$ cat src/rtl/interleaver_mm.sv
// Block bit interleaver (3/6/12/18-column 802.11a-style permutation) with two ping-pong banks.
// Latency: first out_valid 1 cycle after a block's last accepted bit; in_ready drops only when both banks hold blocks.
// Optional macro WLAN_DEINTERLEAVE_EN adds port dir (1 = inverse permutation).
module interleaver_mm #(
  parameter int MAX_NCBPS = 288
) (
  input  logic       clk,
  input  logic       reset,
  input  logic [1:0] mode,
`ifdef WLAN_DEINTERLEAVE_EN
  input  logic       dir,
`endif
  input  logic       in_valid,
  input  logic       in,
  output logic       in_ready,
  output logic       out_valid,
  output logic       out,
  output logic       out_last,
  output logic       mode_err
);

  localparam int AW = (MAX_NCBPS > 1) ? $clog2(MAX_NCBPS) : 1;
  localparam logic [8:0] MAXN = 9'(MAX_NCBPS);

  typedef enum logic {IDLE, READ} state_t;

  state_t               state, state_nxt;
  logic [8:0]           k, ridx;
  logic                 wbank, rbank;
  logic [1:0]           full;
  logic [1:0]           wmode;
  logic                 wdir;
  logic [1:0]           bmode [2];
  logic                 bdir  [2];
  logic [MAX_NCBPS-1:0] mem   [2];

  logic       dir_in;
  logic [1:0] cur_mode;
  logic       cur_dir;
  logic [8:0] cur_n, rd_n;
  logic [8:0] waddr9, raddr9;
  logic       mode_bad, accept, start_bad, wr_en, wr_last, rd_last;

`ifdef WLAN_DEINTERLEAVE_EN
  assign dir_in = dir;
`else
  assign dir_in = 1'b0;
`endif

  function automatic logic [8:0] ncbps(input logic [1:0] m);
    case (m)
      2'd0:    ncbps = 9'd48;
      2'd1:    ncbps = 9'd96;
      2'd2:    ncbps = 9'd192;
      default: ncbps = 9'd288;
    endcase
  endfunction

  // Both permutation steps with constant divisors per mode (no generic divider).
  function automatic logic [8:0] perm(input logic [8:0] kk, input logic [1:0] m);
    logic [9:0] lo, hi, i, t, j;
    lo = {6'd0, kk[3:0]};
    hi = {5'd0, kk[8:4]};
    i  = '0;
    t  = '0;
    j  = '0;
    case (m)
      2'd0: j = 10'd3 * lo + hi;
      2'd1: j = 10'd6 * lo + hi;
      2'd2: begin
        i = 10'd12 * lo + hi;
        t = i + 10'd192 - i / 10'd12;
        j = {i[9:1], 1'b0} + {9'd0, t[0]};
      end
      default: begin
        i = 10'd18 * lo + hi;
        t = i + 10'd288 - i / 10'd18;
        j = 10'd3 * (i / 10'd3) + t % 10'd3;
      end
    endcase
    perm = j[8:0];
  endfunction

  // Mode/dir come straight from the port on the first bit, from the latch afterwards.
  assign cur_mode  = (k == 9'd0) ? mode : wmode;
  assign cur_dir   = (k == 9'd0) ? dir_in : wdir;
  assign cur_n     = ncbps(cur_mode);
  assign mode_bad  = cur_n > MAXN;
  assign rd_n      = ncbps(bmode[rbank]);
  assign rd_last   = (state == READ) && (ridx == rd_n - 9'd1);

  // A bank being drained on its last bit is already free for the next block's first bit.
  assign in_ready  = !full[wbank] || (rd_last && (rbank == wbank));
  assign accept    = in_valid && in_ready;
  assign start_bad = accept && (k == 9'd0) && mode_bad;
  assign wr_en     = accept && !start_bad;
  assign wr_last   = wr_en && (k == cur_n - 9'd1);
  assign waddr9    = cur_dir ? k : perm(k, cur_mode);
  assign raddr9    = bdir[rbank] ? perm(ridx, bmode[rbank]) : ridx;

  always_ff @(posedge clk) begin
    if (!reset) state <= IDLE;
    else        state <= state_nxt;
  end

  always_comb begin
    state_nxt = state;
    case (state)
      IDLE:    if (full[rbank]) state_nxt = READ;
      READ:    if (rd_last && !full[~rbank]) state_nxt = IDLE;
      default: state_nxt = IDLE;
    endcase
  end

  always_comb begin
    out_valid = (state == READ);
    out       = out_valid && mem[rbank][raddr9[AW-1:0]];
    out_last  = rd_last;
  end

  always_ff @(posedge clk) begin
    if (!reset) begin
      k        <= '0;
      ridx     <= '0;
      wbank    <= 1'b0;
      rbank    <= 1'b0;
      full     <= '0;
      mode_err <= 1'b0;
    end else begin
      mode_err <= start_bad;
      if (state == READ) begin
        if (rd_last) begin
          ridx        <= '0;
          rbank       <= ~rbank;
          full[rbank] <= 1'b0;
        end else begin
          ridx <= ridx + 9'd1;
        end
      end
      if (wr_en) begin
        if (wr_last) begin
          k           <= '0;
          wbank       <= ~wbank;
          full[wbank] <= 1'b1;
        end else begin
          k <= k + 9'd1;
        end
      end
    end
  end

  // Bank storage and per-block attributes carry no reset; the full flags gate their use.
  always_ff @(posedge clk) begin
    if (wr_en) begin
      mem[wbank][waddr9[AW-1:0]] <= in;
      if (k == 9'd0) begin
        wmode <= mode;
        wdir  <= dir_in;
      end
      if (wr_last) begin
        bmode[wbank] <= cur_mode;
        bdir[wbank]  <= cur_dir;
      end
    end
  end

endmodule

$ cat config.mk
export PLATFORM = sky130hd
export DESIGN_NAME = interleaver_mm
export DESIGN_NICKNAME = d
export VERILOG_FILES = /design/src/rtl/interleaver_mm.sv
export SDC_FILE = /design/constraint.sdc
export NUM_CORES = 1
export LEC_CHECK = 0
export BUFFER_PORTS_ARGS = -buffer_cell sky130_fd_sc_hd__buf_2
export CAP_MARGIN = 20
export CORE_ASPECT_RATIO = 0.5
export CORE_UTILIZATION = 60
export DETAILED_ROUTE_END_ITERATION = 7
export PLACE_DENSITY = 0.76
export SLEW_MARGIN = 20
export SYNTH_ARGS = -nofsm -noshare
export SYNTH_HDL_FRONTEND = slang
export SYNTH_SLANG_ARGS = --single-unit
export TNS_END_PERCENT = 1
$ cat constraint.sdc
create_clock -name clk -period 21.4 [get_ports clk]
set_input_delay 2.14 -clock clk [delete_from_list [all_inputs] [get_ports clk]]
set_output_delay 2.14 -clock clk [all_outputs]
set_load 0.05 [all_outputs]
==> results.json <==
{
  "port_buffers": 10,
  "initial_utilization_pct": 60.8,
  "cp_slowest_cell": "a222oi_1",
  "drt_first_pass_iters": 6,
  "r2r_slack_ns": 4.26,
  "rr_worst_depth": 62,
  "routed_wl_mm": 87.2,
  "synth.distinct_cells": 106,
  "nets": 3354,
  "hold_violations": 0,
  "hpwlAfterDp_mm": 54.5,
  "drt_iter0_drc": 3265,
  "ios": 11,
  "critical_path_arrival_ns": 17.74,
  "synthesis.area_um2": 36100,
  "cts_tree": "done",
  "cts_htree_levels": 2,
  "drive_gt1_share_pct": 11.4,
  "final_cells": 4066,
  "drv_cap": 0,
  "max-slew-margin-rel_pct": 13.8,
  "worstHoldPathCells": 2,
  "place_congestion": 0.870,
  "n_fill_cell": 4399,
  "hp-start": "full[1]",
  "slew_violations": 0,
  "cts_resized": 0,
  "synth_xor_area_share_pct": 2.60,
  "hold_buffers": 0,
  "status": "complete, no violations",
  "grt_max_degree": 241,
  "path_clk_slew_ns": 0.06,
  "crit_buf_inv": 7,
  "die_h_um": 175,
  "synth_compound_area_share_pct": 9.09,
  "cp_top_family": "compound AO/OA/AOI/OAI gates",
  "cts_buffers": 55,
  "synthAdderAreaFrac_pct": 5.45,
  "synth-edff-count": 585,
  "clock_sinks": 610,
  "synth_common_cells": "nor2_1, edfxtp_1, nand2_1, mux4_2, clkbuf_1",
  "synth_top_cell_area_share_pct": 48.7,
  "num_vias": 26100,
  "ant_nets": 0,
  "total_power_mw": 2.96,
  "clock_latency_ns": 0.60,
  "rows": 63,
  "dieArea_um2": 61200,
  "p_per_area_nw_per_um2": 76.8,
  "power.leakage_nw": 13.6,
  "coreArea_um2": 59400,
  "clock_skew_ns": 0.0191,
  "synth.ff_latch_count": 610,
  "yosysTopAreaCell": "edfxtp_1",
  "syn_inst": 3303,
  "synth_most_common_cell": "nor2_1",
  "yosysWarningCount": 0,
  "antenna_found_initial": 0,
  "setup_viol_count_final": 0,
  "route.detailed.drc": 0,
  "tightest_slew_ns": 1.29,
  "vdd_drop_max_v": 0.000131,
  "routedWlPerCell_um": 21.4,
  "fin_tns_setup_ns": 0,
  "rr_startpoint": "k[0]",
  "cpMostUsedCell": "ha_1",
  "grt_pass1_vias": 25500,
  "synth-simple-area-share_pct": 16.6,
  "async_flop_share_pct": 0,
  "postSynthAreaPerCell_um2": 10.9,
  "cp-end-kind": "output port",
  "final.period_utilization_pct": 92.9,
  "fin_crit_ns": 19.88,
  "overflow": 0,
  "synth_top_family_by_area": "simple AND/OR/NAND/NOR gates",
  "clk_path_buf_depth": 3,
  "hp-class": "flop to flop",
  "crit_fanout": 48,
  "muxShareOfSynthArea_pct": 12.3,
  "max_freq_ghz": 0.0503,
  "required_ns": 19.26,
  "slowest_delay_ns": 0.85,
  "grt_pass1_wl_mm": 138,
  "dp_cells": 3964,
  "path_class": "flop to output port",
  "start_kind": "flop",
  "syn2layout_area_growth_pct": 6.58,
  "synth_area_leaders": "edfxtp_1, mux4_2, nor2_1",
  "r2r_end": "mem[0][110]",
  "cts_root_buffer": "clkbuf_16",
  "synth_nets": 3445,
  "seq_area_frac_synth_pct": 50.0,
  "avgViaCountPerCell": 6.42,
  "diodes": 0,
  "dieWidth_um": 349,
  "synth_flop_cell": "edfxtp_1",
  "post_cts_buffers": 0,
  "grtUsageTotal_pct": 28.6,
  "rsz0062_at_grt": "false",
  "whs_endpoint": "full[1]"
}
tightest hold or removal path, cell delays in order, from the launching register on:
cell and delay [ns]:
dfxtp_1 0.32, nand2_1 0.08, a21boi_0 0.07
cells by family (layout without fill, tap and decap cells):
group | after synthesis | after routing
AO/OA/AOI/OAI | 482 | 482
XOR/XNOR | 100 | 100
adder cells (fa/ha/maj) | 137 | 137
buffers and inverters | 321 | 272
flip-flops | 610 | 610
multiplexers | 268 | 268
other | 1 | 1
AND/OR/NAND/NOR | 1384 | 1384
cells in the final DEF, fill, tap and decap left out, drive strengths merged, types with 12 or more instances in the layout:
cell      n
nand2b   26
mux2i   103
xor2     23
a22oi    19
nand4    14
and2     23
buf      62
fa       34
nand3    56
a21o     37
edfxtp  585
clkbuf   68
nor2    665
or3      15
inv     107
a21oi   103
ha      102
nand2   405
a31oi    25
o21ai    92
nor4     76
and3     12
mux4    138
mux2     27
nor2b    24
clkinv   31
dfxtp    25
a211oi   36
o211ai   33
nor3     39
a21boi   14
xnor2    75
final cells by class:
class	instances	area [um2]	share of cell area, %
clock buffers	68	1470	3.81
clock inverters	31	221	0.575
inverters	111	417	1.08
multi-input cells	2372	16800	43.6
flip-flops and latches	610	18100	47.0
well taps	812	1020	2.64
repair buffers	62	512	1.33
registers in the layout, summed over array words and instances (netlist names), named ones only:
signal / count
rbank: 1
mode_err: 1
full: 2
bdir: 2
wmode: 2
ridx: 9
wbank: 1
k: 9
mem: 576
bmode: 4
wdir: 1
out_valid: 1
report_power, final:
part / total (mW) / internal (mW) / leakage [nW] / switching, mW
sequential: 1.32 / 1.31 / 5.46 / 0.00289
combinational: 0.690 / 0.164 / 7.34 / 0.526
clock: 0.951 / 0.511 / 0.823 / 0.439
total: 2.96 / 1.99 / 13.6 / 0.968
through the flow:
stage          hold slack (ns)  setup slack (ns)  util [%]  instance area [um2]
2_1_floorplan            0.471              4.36         -                36100
5_1_grt                  0.565             0.212      64.8                38500
6_report                 0.528              1.52      64.8                38500
4_1_cts                  0.523              1.73      64.7                38400
3_5_place_dp             0.514              2.41      61.9                36700
3_3_place_gp             0.492              3.28      61.9                36700
how the worst max path moves through the flow:
stage | slack [ns] | cells past startpoint | end | start
6_report | 1.52 | 62 | out | ridx[3]
5_1_grt | 0.21 | 62 | out | ridx[3]
4_1_cts | 1.73 | 62 | out | ridx[3]
3_5_place_dp | 2.41 | 62 | out | ridx[3]
3_3_place_gp | 3.28 | 60 | out | ridx[3]
2_1_floorplan | 4.36 | 59 | out | ridx[0]
metal layers:
layer	up-vias	share of wire (%)	global-route usage, %
li1	11900	-	-
met1	12700	40	38.7
met2	1268	48	47.0
met3	173	10	6.15
met4	0	2.5	7.66
met5	-	0	0
(Power assumes the default switching activity.)
